==> src/rtl/fetch_predict_unit.sv <==
// Fetch stage: sequential PC generator with a bimodal (2-bit counter) branch
// predictor and a small fetch queue that presents instructions to decode.
module fetch_predict_unit #(
  parameter int BHT_INDEX_BITS = 6,
  parameter int QUEUE_LOG      = 3
) (
  input  logic        clk_in,
  input  logic        rst_in,
  input  logic        rob_redirect_valid,
  input  logic [31:0] rob_redirect_pc,
  input  logic        dec_redirect_valid,
  input  logic [31:0] dec_redirect_pc,
  input  logic        upd_valid,
  input  logic [31:0] upd_pc,
  input  logic        upd_taken,
  output logic [31:0] icache_req_pc,
  input  logic [31:0] icache_inst,
  input  logic        icache_valid,
  output logic        out_valid,
  input  logic        out_ready,
  output logic [31:0] inst_out,
  output logic [31:0] pc_out,
  output logic        pred_taken_out
);
  localparam int BHT_ENTRIES = 1 << BHT_INDEX_BITS;
  localparam int QDEPTH      = 1 << QUEUE_LOG;

  logic [31:0]          r_fetch_pc;
  logic [1:0]           r_bht    [BHT_ENTRIES];
  logic [31:0]          r_q_pc   [QDEPTH];
  logic [31:0]          r_q_inst [QDEPTH];
  logic                 r_q_pred [QDEPTH];
  logic [QUEUE_LOG-1:0] r_head;
  logic [QUEUE_LOG-1:0] r_tail;
  logic [QUEUE_LOG:0]   r_count;

  logic                      w_redirect;
  logic                      w_full;
  logic                      w_enq;
  logic                      w_deq;
  logic                      w_pred;
  logic [BHT_INDEX_BITS-1:0] w_lookup_idx;
  logic [BHT_INDEX_BITS-1:0] w_upd_idx;
  logic [1:0]                w_upd_cnt;
  logic [1:0]                w_upd_next;
  logic                      w_unused_upd_bits;

  assign w_redirect   = rob_redirect_valid | dec_redirect_valid;
  // count can only reach QDEPTH, so its MSB alone marks a full queue
  assign w_full       = r_count[QUEUE_LOG];
  assign w_enq        = icache_valid & ~w_full & ~w_redirect;
  assign w_deq        = out_valid & out_ready;
  assign w_lookup_idx = r_fetch_pc[BHT_INDEX_BITS+1:2];
  assign w_pred       = r_bht[w_lookup_idx][1];
  assign w_upd_idx    = upd_pc[BHT_INDEX_BITS+1:2];
  assign w_upd_cnt    = r_bht[w_upd_idx];
  assign w_unused_upd_bits = ^{upd_pc[31:BHT_INDEX_BITS+2], upd_pc[1:0]};

  assign icache_req_pc  = r_fetch_pc;
  assign out_valid      = (r_count != {(QUEUE_LOG+1){1'b0}}) & ~w_redirect;
  assign inst_out       = r_q_inst[r_head];
  assign pc_out         = r_q_pc[r_head];
  assign pred_taken_out = r_q_pred[r_head];

  always_comb begin
    w_upd_next = w_upd_cnt;
    if (upd_taken) begin
      if (w_upd_cnt != 2'b11) begin
        w_upd_next = w_upd_cnt + 2'b01;
      end else begin
        w_upd_next = w_upd_cnt;
      end
    end else begin
      if (w_upd_cnt != 2'b00) begin
        w_upd_next = w_upd_cnt - 2'b01;
      end else begin
        w_upd_next = w_upd_cnt;
      end
    end
  end

  always_ff @(posedge clk_in) begin
    if (rst_in) begin
      r_fetch_pc <= 32'h0000_0000;
      r_head     <= '0;
      r_tail     <= '0;
      r_count    <= '0;
    end else if (rob_redirect_valid) begin
      r_fetch_pc <= rob_redirect_pc;
      r_head     <= '0;
      r_tail     <= '0;
      r_count    <= '0;
    end else if (dec_redirect_valid) begin
      r_fetch_pc <= dec_redirect_pc;
      r_head     <= '0;
      r_tail     <= '0;
      r_count    <= '0;
    end else begin
      if (w_enq) begin
        r_fetch_pc <= r_fetch_pc + 32'd4;
        r_tail     <= r_tail + QUEUE_LOG'(1);
      end
      if (w_deq) begin
        r_head <= r_head + QUEUE_LOG'(1);
      end
      r_count <= r_count + (QUEUE_LOG+1)'(w_enq) - (QUEUE_LOG+1)'(w_deq);
    end
  end

  // payload storage needs no reset: out_valid masks stale slots
  always_ff @(posedge clk_in) begin
    if (w_enq && !rst_in) begin
      r_q_pc[r_tail]   <= r_fetch_pc;
      r_q_inst[r_tail] <= icache_inst;
      r_q_pred[r_tail] <= w_pred;
    end
  end

  always_ff @(posedge clk_in) begin
    if (rst_in) begin
      for (int i = 0; i < BHT_ENTRIES; i++) begin
        r_bht[i] <= 2'b01;
      end
    end else if (upd_valid) begin
      r_bht[w_upd_idx] <= w_upd_next;
    end
  end
endmodule

==> config.mk <==
export PLATFORM = sky130hd
export DESIGN_NAME = fetch_predict_unit
export DESIGN_NICKNAME = d
export VERILOG_FILES = /design/src/rtl/fetch_predict_unit.sv
export SDC_FILE = /design/constraint.sdc
export NUM_CORES = 1
export LEC_CHECK = 0
export BUFFER_PORTS_ARGS = -buffer_cell sky130_fd_sc_hd__buf_4
export CELL_PAD_IN_SITES_DETAIL_PLACEMENT = 0
export CELL_PAD_IN_SITES_GLOBAL_PLACEMENT = 1
export CORE_ASPECT_RATIO = 0.8
export CORE_MARGIN = 2
export CORE_UTILIZATION = 46
export CTS_CLUSTER_DIAMETER = 120
export CTS_CLUSTER_SIZE = 24
export DETAILED_ROUTE_END_ITERATION = 8
export PLACE_DENSITY_LB_ADDON = 0.1
export SLEW_MARGIN = 20
export SYNTH_ARGS = -nofsm -noshare
export SYNTH_HDL_FRONTEND = slang
export SYNTH_SLANG_ARGS = --single-unit
==> constraint.sdc <==
create_clock -name clk_in -period 6.5 [get_ports clk_in]
set_input_delay 0.325 -clock clk_in [delete_from_list [all_inputs] [get_ports clk_in]]
set_output_delay 0.325 -clock clk_in [all_outputs]
set_load 0.02 [all_outputs]
[Word-level counts from Yosys, hierarchy flattened]
Memory sizes are Yosys's and may differ from the RTL's. A register that Yosys moved wholly into a read port is not among the register bits.
Cells that the tools add are included.
Word-level totals
  memory bits (writable): 648
  input bits: 136
  bits in registers: 42
  output and inout bits: 98
  logic and storage cells: 54
  memories kept: 4
  bits in read-only memories: 0
  latch bits: 0
Cells by class
  div/mod/pow operators: 0
  reductions and logical operators: 7
  magnitude comparators: 0
  shifts and indexed selects: 0
  bitwise operators: 7
  eq/ne operators: 1
  muxes and demuxes: 24
  multipliers: 0
  add/subtract/negate cells: 7
Memories
  r_q_inst: words 8, width 32, rd ports 1, clocked after memory_dff 1, write ports 1, line 31  | logic [31:0] r_q_inst [QDEPTH];
  r_q_pc: words 8, width 32, rd ports 1, clocked after memory_dff 1, write ports 1, line 30  | logic [31:0] r_q_pc [QDEPTH];
  r_bht: words 64, width 2, rd ports 2, clocked after memory_dff 1, write ports 64, line 29  | logic [1:0] r_bht [BHT_ENTRIES];
  r_q_pred: words 8, width 1, rd ports 1, clocked after memory_dff 1, write ports 1, line 32  | logic r_q_pred [QDEPTH];
Operators with widths (count)
  32-bit two-way mux: 3
  32-bit by 3-bit adder with 32-bit output (second input constant): 1
  3-bit two-way mux: 6
  6-bit two-way mux: 3
  1-bit two-way mux: 8
  2-bit two-way mux: 4
  3-bit by 1-bit adder with 3-bit output (second input constant): 2
  4-bit by 1-bit adder with 4-bit output: 1
  1-bit AND: 4
  4-bit nonzero test: 1
  4-bit by 1-bit subtractor with 4-bit output: 1
  3-bit nonzero test: 1
  3-bit OR reduction: 1
  2-bit by 1-bit adder with 2-bit output (second input constant): 1
  2-bit != test (second input constant): 1
  1-bit inverter: 2
  2-bit nonzero test: 1
  2-bit OR reduction: 1
  2-bit by 1-bit subtractor with 2-bit output (second input constant): 1
  1-bit logical AND: 1
  1-bit zero test: 1
  1-bit OR: 1

[Logic depth before layout (Yosys ltp)]
  depth after elaboration: 8
  gate-level depth with buffers: 13
  gate-level depth less buffers: 11

[Worst setup path after synthesis]
Ideal clock, no wire load.
  path type: in2reg
  start point: input port rst_in
  end point: memory r_q_inst[0][0] (enable)
  data arrival time: 5776 ps
  path buffers: 2
  required time: 5932 ps
  stages: 6
  setup time: 568 ps
  slack: 156 ps
  path through: clkbuf_1 -> inv_1 -> clkbuf_1 -> nand2_1 -> or3_1 -> nor3_1
Between the ends
  longest elaborated chain between the ends: 4
Ends and longest elaborated chain
  from (decl): line 8  | input logic rst_in,
  1-bit zero test: line 112  | if (w_enq && !rst_in) begin
  1-bit logical AND: line 112
  1-bit two-way mux: line 112
  1-bit two-way mux (implied by the code): line 114  | r_q_inst[r_tail] <= icache_inst;
  to (decl): line 31
No other way between the ends.

==> summary.md <==
| Metric | Value |
|---|---|
| Period utilization | 59.2% |
| Clock Power Share | 30.3% |
| Slew @ Worst Pin | 1.09 ns |
| P per Cell Area | 241 nW/µm² |
| Synth area leaders | edfxtp_1 66%, mux4_2 12%, dfxtp_1 3.5% |
| CP Class | in -> reg |
| Overall Global Routing Usage | 21.9% |
| DRT iter0 DRCs | 1,491 |
| GR Overflow Total | 0 |
| Setup TNS Final | 0 ns |
| Area leader, netlist | edfxtp_1 |
| Setup Fix Bufs, Post-CTS | 0 |
| Cts hold-fix bufs | 40 |
| Most used DFF post-synth | edfxtp_1 |
| Total Nets Final | 2,097 |
| Area delta synth->final | 12.8% |
| Initial antenna violation count | 3 |
| Cells after DPL | 2,716 |
| Clock tree sinks | 699 |
| Die area | 66,100 µm² |
| Final worst clock skew | 0.0326 ns |
| Largest net degree at the start of global routing | 101 |
| Max-cap viol count | 0 |
| Synth Cell Area | 29,400 µm² |
| Share of cells above drive strength 1 | 27.3% |
| Initial Util | 46.7% |
| Comb pwr share | 6.6% |
| Slowest stage delay, CP | 1.01 ns |
| Synth async-reset ratio | 0% |
| # DRC | 0 |
| DP HPWL | 43,200 µm |
| Cell Int Power | 6.20 mW |
| CP Data Required Time | 6.80 ns |
| Worst path slowest cell | maj3_2 |
| Cell count after synthesis | 1,771 |
| Die Span Y | 230 µm |
| Vias | 16,714 |
| CTS Buf Count | 35 |
| Switching power of the nets | 1.80 mW |
| Avg Inst Size Synth | 16.6 µm² |
| Slew Viols, Final | 0 |
| Reg power frac | 63.1% |
| Normalized max-slew margin | 27.5% |
| Core Box Area | 63,000 µm² |
| First-pass GRT wire length | 107,000 µm |
| Antenna viol nets, final | 0 |
| Minimum clock period | 3.84 ns |
| Net Sw Frac | 22.5% |
| Clock Tree Root | clkbuf_16 |
| Clock-pin slew on the worst setup and hold paths | 0.11 ns |
| Number of global-route vias before repair | 16,680 |
| GP Congestion | 0.838 |
| Die X | 287 µm |
| Yosys top cell area share | 66.1% |
| Post-cts resize count | 0 |
| Max frequency | 260 MHz |
| Crit path capture type | flip-flop |
| Final hold violations | 0 |
| Post-synth net total | 1,915 |
| CTS tree | done |
| Synthesis Warnings | 0 |
| Routed WL | 72,200 µm |
| Drt first pass iters | 7 |
| Max IR drop VDD | 177 µV |
| CP arrival | 4.14 ns |
| Via/cell ratio | 5.95 |
| IO Count | 234 |
| EDFF count, synth | 648 |
| Synth cell types | 66 |
| Crit-path max FO | 46 |
| CTS max path bufs | 3 |
| H-tree Lvls | 2 |
| Run status | completed |
| RSZ-0062 raised after global routing | no |
| Final number of setup-violating endpoints | 0 |
| Min-Delay Path Class | in -> reg |
| Synthesized flop and latch total | 699 |
| Leakage | 10.4 nW |
| I/O Buffers | 207 |
| Cells along the critical path | buf_4 -> buf_4 -> mux2_2 -> a221o_1 -> a21oi_1 -> o22ai_1 -> nor4_1 -> maj3_2 -> buf_4 -> nand4_1 |
| Later-pin clock latency in the skew report | 0.59 ns |
| Sequential-to-total area share from yosys stat | 69.6% |
| Fin cells | 2,808 |
| Most used cell, CP | buf_4 |
| FP Rows | 82 |
| DR WL/cell | 25.7 µm |
| Worst Setup Start Kind | input port |
[critical path: cells and delay by family]
kind	cells	cell delay, ns
buf+inv	3	1.37
compound gates	3	0.55
mux	1	0.38
fa+ha+maj	1	1.01
simple gates	2	0.47
[placed cells by master (no fill, tap or decap), types with 4 or more instances in the layout]
cell / synthesis / final
xnor2_1: 14 / 14
edfxtp_1: 648 / 648
nor4_1: 5 / 5
or3b_2: 5 / 5
dlygate4sd3_1: 0 / 40
inv_1: 18 / 17
nand2_1: 115 / 115
a221o_1: 4 / 4
a31oi_1: 8 / 8
nand3_1: 64 / 64
mux2i_1: 36 / 36
and2_1: 7 / 7
mux4_2: 154 / 154
and3_1: 9 / 9
a211oi_1: 8 / 8
nor2_1: 96 / 88
xor2_1: 13 / 13
clkbuf_16: 0 / 36
a21oi_1: 50 / 50
nor2_4: 0 / 6
o221ai_1: 4 / 4
nand4_1: 36 / 36
clkbuf_1: 87 / 10
a22oi_1: 10 / 10
ha_1: 7 / 7
o211ai_1: 7 / 7
buf_4: 2 / 237
and4_1: 4 / 4
dfxtp_1: 51 / 48
nor3_1: 50 / 47
a222oi_1: 5 / 5
mux2_2: 75 / 75
o21ai_0: 60 / 60
nand3b_1: 14 / 14
nand2b_1: 6 / 6
[final timing paths]
path | startpoint | cells after the start | endpoint | slack [ns]
min | rob_redirect_pc[12] | 3 | icache_req_pc[12] | 0.06
max reg2reg | r_bht[55][1] | 8 | r_bht[47][0] | 2.85
max | upd_pc[4] | 10 | r_bht[47][0] | 2.66
min reg2reg | r_head[1] | 2 | r_head[1] | 0.50
[per-layer routing]
metal  wire length (µm)  global-route usage (%)  vias to the layer above
met4               1030                    4.07                        2
li1                   -                       -                     7365
met1              33300                    33.6                     8697
met2              33200                    33.5                      579
met3               4620                    3.45                       71
met5                 13                       0                        -
[power by group through the flow]
stage / Clock, mW / Combinational, mW / Sequential (mW)
finish: 2.42 / 0.528 / 5.05
global route: 2.63 / 0.568 / 5.06
CTS: 2.49 / 0.527 / 5.05
detailed placement: 0 / 0.505 / 5.15
global placement: 0 / 0.501 / 5.15
floorplan: 0 / 0.289 / 5.13
[cell usage after synthesis, types with 4 or more instances]
| cell | count |
|---|---|
| nand3_1 | 64 |
| mux2_2 | 75 |
| a21oi_1 | 50 |
| or3b_2 | 5 |
| o21ai_0 | 60 |
| and4_1 | 4 |
| mux4_2 | 154 |
| nand4_1 | 36 |
| a22oi_1 | 10 |
| clkbuf_1 | 87 |
| xor2_1 | 13 |
| nor2b_1 | 4 |
| buf_1 | 20 |
| o211ai_1 | 7 |
| a211oi_1 | 8 |
| mux2i_1 | 36 |
| and2_1 | 7 |
| buf_2 | 18 |
| ha_1 | 7 |
| a31oi_1 | 8 |
| nor4_1 | 5 |
| nand3b_1 | 14 |
| nand2_1 | 115 |
| nor3_1 | 50 |
| nand2b_1 | 6 |
| buf_6 | 8 |
| edfxtp_1 | 648 |
| a222oi_1 | 5 |
| a221o_1 | 4 |
| and3_1 | 9 |
| inv_1 | 18 |
| o221ai_1 | 4 |
| dfxtp_1 | 51 |
| nor2_1 | 96 |
| xnor2_1 | 14 |
[metrics by stage]
stage | hold slack, ns | util (%) | area (µm²) | power, mW | worst slack [ns]
finish | 0.0631 | 52.7 | 33200 | 8.00 | 2.66
global route | 0.0569 | 52.7 | 33200 | 8.26 | 2.36
CTS | 0.0219 | 52.7 | 33200 | 8.07 | 2.74
detailed placement | 0.486 | 50.5 | 31800 | 5.66 | 2.12
global placement | 0.469 | 50.5 | 31800 | 5.65 | 2.11
floorplan | 0.424 | - | 29400 | 5.42 | 0.156
[layout make-up]
cell class              count  area [µm²]
fillers                  5205       29800
clock inverters             3        55.1
flip-flops and latches    699       20500
multi-input cells         918        8370
well taps                 840        1050
inverters                  19        71.3
diodes                      3        7.51
repair buffers            280        2240
clock buffers              46         938
[registers in the layout (all words and copies together), names as in the netlist, named ones only]
signal,cells
r_tail,3
r_q_pred,8
r_q_inst,256
r_head,3
r_q_pc,256
icache_req_pc,32
r_bht,128
r_count,4
[kinds of logic (layout without fill, tap and decap cells)]
kind of cell	after synthesis	after routing	synth area share, %
flip-flops	699	699	69.6
AND/OR/NAND/NOR	428	428	7.02
multiplexers	266	266	15.9
AO/OA/AOI/OAI	187	187	3.99
buffers and inverters	154	348	2.27
XOR/XNOR	27	27	0.803
adder cells (fa/ha/maj)	10	10	0.438
other	0	3	0
(Power assumes the default switching activity.)
